<file path="src/rtl/instr_fetch_controller_if.sv">
// Fetch-controller bus: instruction-memory port, datapath issue handshake,
// completion report and run control/status.
interface instr_fetch_controller_if;
  logic        start;
  logic [31:0] imem_addr;
  logic [31:0] imem_instr;
  logic [31:0] instr;
  logic [31:0] instr_pc;
  logic        instr_valid;
  logic        instr_ready;
  logic        exec_done;
  logic        redirect;
  logic [31:0] redirect_pc;
  logic        halt_req;
  logic        busy;
  logic [31:0] retired;
  logic        fault;

  modport master (
    input  start, imem_instr, instr_ready, exec_done, redirect, redirect_pc, halt_req,
    output imem_addr, instr, instr_pc, instr_valid, busy, retired, fault
  );

  modport slave (
    output start, imem_instr, instr_ready, exec_done, redirect, redirect_pc, halt_req,
    input  imem_addr, instr, instr_pc, instr_valid, busy, retired, fault
  );
endinterface

</file>
<file path="src/rtl/instr_fetch_controller.sv">
// PC owner and fetch/issue/execute sequencer for the non-pipelined MIPS core.
// Optional out-of-range fetch trap is enabled with `define IFC_BOUND_CHECK_EN.
module instr_fetch_controller #(
  parameter logic [31:0] RESET_PC   = 32'h0000_0000,
  parameter int unsigned IMEM_DEPTH = 256
) (
  input logic                       clk,
  input logic                       rst_n,
  instr_fetch_controller_if.master  bus
);

  typedef enum logic [2:0] {
    S_IDLE,
    S_FETCH,
    S_WAIT,
    S_ISSUE,
    S_EXEC,
    S_HALTED
  } state_t;

  state_t      r_state;
  state_t      w_next_state;
  logic [31:0] r_pc;
  logic [31:0] r_instr;
  logic [31:0] r_instr_pc;
  logic [31:0] r_retired;
  logic [31:0] w_word_addr;
  logic [31:0] w_redirect_target;
  logic        w_start_ok;
  logic        w_oob;
  logic        w_unused;

  assign w_word_addr       = {2'b00, r_pc[31:2]};
  assign w_redirect_target = {bus.redirect_pc[31:2], 2'b00};
  assign w_start_ok        = bus.start && (r_state == S_IDLE || r_state == S_HALTED);
  assign w_oob             = (w_word_addr >= IMEM_DEPTH);

  assign bus.imem_addr   = w_word_addr;
  assign bus.instr       = r_instr;
  assign bus.instr_pc    = r_instr_pc;
  assign bus.instr_valid = (r_state == S_ISSUE);
  assign bus.busy        = !(r_state == S_IDLE || r_state == S_HALTED);
  assign bus.retired     = r_retired;

  // NOTE: sequential state uses non-blocking assignments so every register
  // samples pre-edge values regardless of process ordering.
  always_ff @(posedge clk) begin
    if (!rst_n) r_state <= S_IDLE;
    else        r_state <= w_next_state;
  end

  // NOTE: the default is assigned first so no path through the case leaves
  // w_next_state unassigned, which would infer a latch.
  always_comb begin
    w_next_state = r_state;
    case (r_state)
      S_IDLE, S_HALTED: if (bus.start) w_next_state = S_FETCH;
      S_FETCH: begin
        w_next_state = S_WAIT;
`ifdef IFC_BOUND_CHECK_EN
        if (w_oob) w_next_state = S_HALTED;
`endif
      end
      S_WAIT:  w_next_state = S_ISSUE;
      S_ISSUE: if (bus.instr_ready) w_next_state = S_EXEC;
      S_EXEC:  if (bus.exec_done) w_next_state = bus.halt_req ? S_HALTED : S_FETCH;
      default: w_next_state = S_IDLE;
    endcase
  end

  always_ff @(posedge clk) begin
    if (!rst_n) begin
      r_pc       <= RESET_PC;
      r_instr    <= 32'h0;
      r_instr_pc <= 32'h0;
      r_retired  <= 32'h0;
    end else begin
      if (w_start_ok) r_pc <= RESET_PC;
      // The memory has no reset; only the word landing during WAIT is trusted.
      if (r_state == S_WAIT) begin
        r_instr    <= bus.imem_instr;
        r_instr_pc <= r_pc;
      end
      if (r_state == S_EXEC && bus.exec_done) begin
        r_pc      <= bus.redirect ? w_redirect_target : r_pc + 32'd4;
        r_retired <= r_retired + 32'd1;
      end
    end
  end

`ifdef IFC_BOUND_CHECK_EN
  logic r_fault;

  always_ff @(posedge clk) begin
    if (!rst_n)                           r_fault <= 1'b0;
    else if (w_start_ok)                  r_fault <= 1'b0;
    else if (r_state == S_FETCH && w_oob) r_fault <= 1'b1;
  end

  assign bus.fault = r_fault;
  assign w_unused  = ^bus.redirect_pc[1:0];
`else
  assign bus.fault = 1'b0;
  assign w_unused  = ^{bus.redirect_pc[1:0], w_oob};
`endif

endmodule

</file>
<file path="src/flat_wrapper.sv">
// flat-port wrapper written by rule: the top's interface ports become plain ports
module instr_fetch_controller_flat 
#(
  parameter logic [31:0] RESET_PC   = 32'h0000_0000,
  parameter int unsigned IMEM_DEPTH = 256
)
  (clk, rst_n, bus_start, bus_imem_instr, bus_instr_ready, bus_exec_done, bus_redirect, bus_redirect_pc, bus_halt_req, bus_imem_addr, bus_instr, bus_instr_pc, bus_instr_valid, bus_busy, bus_retired, bus_fault);
  instr_fetch_controller_if bus_i ();
  input logic clk;
  input logic rst_n;
  input wire logic [$bits(bus_i.start)-1:0] bus_start;
  input wire logic [$bits(bus_i.imem_instr)-1:0] bus_imem_instr;
  input wire logic [$bits(bus_i.instr_ready)-1:0] bus_instr_ready;
  input wire logic [$bits(bus_i.exec_done)-1:0] bus_exec_done;
  input wire logic [$bits(bus_i.redirect)-1:0] bus_redirect;
  input wire logic [$bits(bus_i.redirect_pc)-1:0] bus_redirect_pc;
  input wire logic [$bits(bus_i.halt_req)-1:0] bus_halt_req;
  output wire logic [$bits(bus_i.imem_addr)-1:0] bus_imem_addr;
  output wire logic [$bits(bus_i.instr)-1:0] bus_instr;
  output wire logic [$bits(bus_i.instr_pc)-1:0] bus_instr_pc;
  output wire logic [$bits(bus_i.instr_valid)-1:0] bus_instr_valid;
  output wire logic [$bits(bus_i.busy)-1:0] bus_busy;
  output wire logic [$bits(bus_i.retired)-1:0] bus_retired;
  output wire logic [$bits(bus_i.fault)-1:0] bus_fault;
  assign bus_i.start = bus_start;
  assign bus_i.imem_instr = bus_imem_instr;
  assign bus_i.instr_ready = bus_instr_ready;
  assign bus_i.exec_done = bus_exec_done;
  assign bus_i.redirect = bus_redirect;
  assign bus_i.redirect_pc = bus_redirect_pc;
  assign bus_i.halt_req = bus_halt_req;
  assign bus_imem_addr = bus_i.imem_addr;
  assign bus_instr = bus_i.instr;
  assign bus_instr_pc = bus_i.instr_pc;
  assign bus_instr_valid = bus_i.instr_valid;
  assign bus_busy = bus_i.busy;
  assign bus_retired = bus_i.retired;
  assign bus_fault = bus_i.fault;
  instr_fetch_controller #(.RESET_PC(RESET_PC), .IMEM_DEPTH(IMEM_DEPTH)) u_core (.clk(clk), .rst_n(rst_n), .bus(bus_i));
endmodule
</file>
<file path="config.mk">
export PLATFORM = sky130hd
export DESIGN_NAME = instr_fetch_controller_flat
export DESIGN_NICKNAME = d
export VERILOG_FILES = /design/src/rtl/instr_fetch_controller_if.sv /design/src/rtl/instr_fetch_controller.sv /design/src/flat_wrapper.sv
export SDC_FILE = /design/constraint.sdc
export NUM_CORES = 1
export LEC_CHECK = 0
export BUFFER_PORTS_ARGS = -buffer_cell sky130_fd_sc_hd__buf_4
export CORE_AREA = 8 8 117 119
export DETAILED_ROUTE_END_ITERATION = 16
export DIE_AREA = 0 0 125 127
export PLACE_DENSITY = 0.76
export SLEW_MARGIN = 20
export SYNTH_ARGS = -nofsm -noshare
export SYNTH_HDL_FRONTEND = slang
export SYNTH_SLANG_ARGS = --single-unit
</file>
<file path="constraint.sdc">
create_clock -name clk -period 2.36 [get_ports clk]
set_input_delay 0.472 -clock clk [delete_from_list [all_inputs] [get_ports clk]]
set_output_delay 0.472 -clock clk [all_outputs]
set_load 0.02 [all_outputs]
</file>
# After elaboration in Yosys (flattened, before gate mapping)
# Index checks and enable logic that the tools add are counted.
# word_totals
register_bits	131
latch_bits	0
ramBits	0
mem_bits_ro	0
word_cells	31
memories	0
# classes
add_sub_neg	2
multipliers	0
n_div	0
order_cmp	0
eq_ne	8
n_shift	0
n_mux	8
n_bitwise	0
reduce_logical	8
# op_table
cell	n
$mux W32	3
$add A32 B1 Y32 const B	1
$add A32 B3 Y32 const B	1
$pmux W3 S5	1
$mux W3	4
$eq A3 B2 Y1 const B	2
$eq A3 B3 Y1 const B	2
$ne A2 B2 Y1 const B	3
$eq A3 B1 Y1 const B	1
$logic_not A3 Y1	1
$reduce_and A3 Y1	1
$logic_and A1 B1 Y1	2
$reduce_bool A2 Y1	1
$reduce_or A2 Y1	1
$logic_not A1 Y1	1
$logic_or A1 B1 Y1	1

# Depth between registers and ports, before layout
# depth
depth_word	5
ltp_mapped	8
mapped_depth_nobuf	6

# Worst setup path after synthesis
# No wires, ideal clock.
# synth_path
path_kind	reg2reg
from	reg u_core.r_pc[6]
to	reg u_core.r_pc[21]
setup_time_ps	92
t_arrival_ps	1711
t_required_ps	2268
slack_ps	557
stages_incl_launch_ff	7
period_less_slack_ps	1803
path_cell_list	dfxtp_1 -> buf_2 -> nand4_1 -> nor3_2 -> nand4_1 -> xor2_1 -> o32ai_1
# synth_via
elab_chain_cells	3
# synth_rtl
element	line_no	rtl
start: declaration	instr_fetch_controller.sv:23	logic [31:0] r_pc;
start signal: assignment	instr_fetch_controller.sv:85	r_pc <= bus.redirect ? w_redirect_target : r_pc + 32'd4;
$add A32 B3 Y32	instr_fetch_controller.sv:85	
$mux W32	instr_fetch_controller.sv:85	
$mux W32	instr_fetch_controller.sv:84	if (r_state == S_EXEC && bus.exec_done) begin
# No other way between the ends.
# A chain may end at the register's enable or synchronous reset.

# Worst setup path in the final report
# layout_path
from	reg u_core.r_state[0]
to	reg u_core.r_pc[24]
# layout_via
elab_chain_cells	4
word_cells_on_any_way	8
classes_between	eq/ne: 2; mux: 1; reduce/logical: 5
# layout_rtl
element	line_no	rtl
start: declaration	instr_fetch_controller.sv:21	state_t r_state;
start signal: assignment	instr_fetch_controller.sv:49	else r_state <= w_next_state;
$eq A3 B3 Y1 / $logic_not A3 Y1 (equally long branches)	instr_fetch_controller.sv:35	assign w_start_ok = bus.start && (r_state == S_IDLE || r_state == S_HALTED);
$logic_or A1 B1 Y1	instr_fetch_controller.sv:35	
$logic_and A1 B1 Y1	instr_fetch_controller.sv:35	
$reduce_bool A2 Y1 (no line)	n/a	
# Several ways; a longest one is shown, not always the timed one.

==> flow_metrics.py <==
metrics = {
    "setup_path": {
        "cp.arrival_ns": 2.37,
        "r2r_end": "u_core.r_pc[24]",
        "worst_r2r_path_depth": 5,
        "startpoint_type": "flop",
        "crit_fanout": 18,
        "rrSetupSlack_ns": 0.25,
        "timing.rr.start": "u_core.r_state[0]",
        "end_kind": "flop",
        "crit_required_ns": 2.62,
        "path_class": "reg2reg",
    },
    "finish": {
        "multiInputGateArea_um2": 2938,
        "n_fill_cell": 968,
        "area_growth_pct": 36.98,
        "final_common_cell": "buf_4",
        "register_area_um2": 2542,
        "finalNetCount": 965,
        "mostFrequentLayoutCells": "buf_4 (205), nand2_1 (159), dfxtp_1 (127), a21oi_1 (82), nor2_1 (44)",
        "diodes": 0,
        "drive_gt1_share_pct": 28.40,
    },
    "pwr": {
        "ir_worst_vdd_uv": 575.7,
        "intPower_mw": 4.059,
        "switching_power_mw": 1.279,
        "pwr-share-clk_pct": 50.0,
        "cellPowerDensity_nw_per_um2": 678.0,
        "p_comb_share_pct": 8.6,
        "cellLeakagePower_nw": 3.040,
        "swShare_pct": 23.96,
        "seqPwrFrac_pct": 41.5,
    },
    "die": {
        "dieArea_um2": 15880,
        "start_util_pct": 48.67,
        "core_region_area_um2": 11810,
        "die_w_um": 125,
        "boundaryPins": 202,
        "rows": 40,
        "die_h_um": 127,
    },
    "min_path": {
        "worstHoldEndpoint": "u_core.r_pc[17]",
        "hold_depth": 3,
        "min-delay-start": "bus_redirect_pc[17]",
        "hold_path_class": "in2reg",
    },
    "sta": {
        "finalHoldViolations": 0,
        "setup_tns_ns": 0,
        "post-route-period-util_pct": 89.36,
        "holdWs_ns": 0.2941,
        "timing.fmax_ghz": 0.4742,
        "tightestPinTransition_ns": 0.6930,
        "drv_slew": 0,
        "slew_headroom_pct": 53.80,
        "setup_violations": 0,
        "period_needed_ns": 2.109,
        "fin_skew_ns": 0.01152,
        "rsz0062_at_grt": "no",
    },
    "global_routing": {
        "antenna_found_initial": 0,
        "grt_remaining_overflow": 0,
        "grt_pass1_vias": 5354,
        "grt_use_total_pct": 20.62,
        "grt_max_degree": 60,
        "grt_pass1_wl_um": 27100,
    },
    "clock_network": {
        "ctsHoldBuffers": 0,
        "cts_buffers": 17,
        "cts_tree": "yes",
        "cts_setup_buffers": 0,
        "clk_latency_ns": 0.41,
        "h-tree-depth": 4,
        "cts-resized-gates": 0,
        "clkTransAtPathRegs_ns": 0.06,
        "clockBufferDepth": 2,
        "cts_sinks": 127,
        "clockRootBuffer": "clkbuf_16",
    },
    "synthesis": {
        "synth_cells": 717,
        "ys_types": 59,
        "synthesis.area_um2": 5748,
        "synth-seq-cells": 127,
        "synthArstFlopShare_pct": 0,
        "yosysWarnings": 0,
        "synth_edf_count": 0,
        "yosys.area.top_type": "dfxtp_1",
        "synth_top_area_share_pct": 44.23,
        "yosysSeqAreaShare_pct": 44.23,
        "synthTopCellsByArea": "dfxtp_1 (44%), nand2_1 (10%), a21oi_1 (7.1%), xnor2_1 (4.6%), nor2_1 (2.9%)",
        "ys.flop_type": "dfxtp_1",
        "synth_area_per_cell_um2": 8.017,
    },
    "outcome": {
        "status": "complete, no violations",
    },
    "detailed_routing": {
        "wl_per_cell_um": 16.29,
        "vias": 5843,
        "totalWireLength_um": 17130,
        "route.detailed.drc": 0,
        "first_pass_iters": 5,
        "ant_nets": 0,
        "drt_iter0_drc": 461,
        "viasPerCell": 5.554,
    },
    "placement": {
        "gp_congestion": 0.8535,
        "dp_hpwl_um": 12490,
        "io_buffers": 194,
    },
    "run": {
        "cap_violations": 0,
    },
}
==> cell usage after synthesis, types with 2 or more instances <==
library cell  count
a21oi_1          82
nand2b_1          2
nor4_2            9
and2_1            6
ha_1              2
nor2b_1           8
nor3_1           14
buf_2             8
inv_1            10
a31oi_1           4
nand3_1          23
and4_1            9
o31ai_1           4
o21ai_1           3
buf_6             2
nand3_2           2
clkbuf_1         37
xnor2_1          30
o32ai_1           6
nand2_1         159
o21ai_0          22
and3_1            8
dfxtp_1         127
buf_4             5
nor2_1           44
a22oi_1          16
nor3_2            2
nor4_1           11
or3_1             5
xor2_1           11
o31a_1            2
nand4_1          17
==> flip-flops by register name (all words and copies together) (netlist names) <==
register / flops
u_core.bus.retired: 32
u_core.bus.instr_pc: 30
u_core.r_state: 3
u_core.r_pc: 30
u_core.bus.instr: 32
==> stage by stage <==
step | total power [mW] | setup slack, ns | std cells | util [%] | instance area, um2
floorplan | 2.509 | 0.5570 | 721 | - | 5763
global placement | 2.706 | 0.3511 | 1020 | 61.51 | 7266
detailed placement | 2.719 | 0.2715 | 1020 | 61.51 | 7266
CTS | 5.382 | 0.2556 | 1052 | 66.66 | 7874
global route | 5.527 | 0.1210 | 1052 | 66.66 | 7874
finish | 5.338 | 0.2511 | 1052 | 66.66 | 7874
==> worst max-delay path by stage <==
| stage | cells past startpoint | to | start |
|---|---|---|---|
| floorplan | 6 | u_core.r_pc[21] | u_core.r_pc[6] |
| global placement | 6 | u_core.bus.retired[17] | bus_exec_done |
| detailed placement | 5 | u_core.bus.retired[17] | u_core.r_state[2] |
| CTS | 5 | u_core.bus.retired[17] | u_core.r_state[2] |
| global route | 5 | u_core.r_pc[31] | u_core.r_state[0] |
| finish | 5 | u_core.r_pc[24] | u_core.r_state[0] |
==> routing by layer <==
layer | GRT usage (%) | part of all wire [%] | up-vias
met5 | 0 | 0 | -
met4 | 8.166 | 2.2 | 0
met1 | 24.30 | 41 | 2739
li1 | - | - | 2836
met2 | 33.62 | 48 | 239
met3 | 7.488 | 8.5 | 29
==> final cells by class <==
cell class | count | area share (%)
multi-input combinational | 529 | 37.31
sequential | 127 | 32.29
timing repair buffer | 206 | 19.80
clock buffer | 19 | 5.625
tap | 147 | 2.336
clock inverter | 13 | 2.098
inverter | 11 | 0.5403
==> power groups by stage <==
stage | logic [mW] | clock network (mW) | registers, mW
floorplan | 0.214 | 0 | 2.30
global placement | 0.448 | 0 | 2.26
detailed placement | 0.459 | 0 | 2.26
CTS | 0.459 | 2.71 | 2.21
global route | 0.492 | 2.82 | 2.22
finish | 0.457 | 2.67 | 2.22
==> kinds of logic (layout without fill, tap and decap cells) <==
family | after synthesis | after routing | synth area share [%]
AO/OA/AOI/OAI | 151 | 151 | 15.37
XOR/XNOR | 41 | 41 | 6.247
adder cells (fa/ha/maj) | 2 | 2 | 0.4353
buffers and inverters | 65 | 249 | 5.028
flip-flops | 127 | 127 | 44.23
multiplexers | 2 | 2 | 0.3700
other | 1 | 5 | 0.06524
AND/OR/NAND/NOR | 328 | 328 | 28.25
==> worst max-delay path: stages (launching register included) <==
cell and delay (ns):
dfxtp_1 0.54, nand2_1 0.14, and3_1 0.22, or3_1 0.65, a22oi_1 0.29, o32ai_1 0.11
Note: power is estimated with default switching activity, not from simulation.
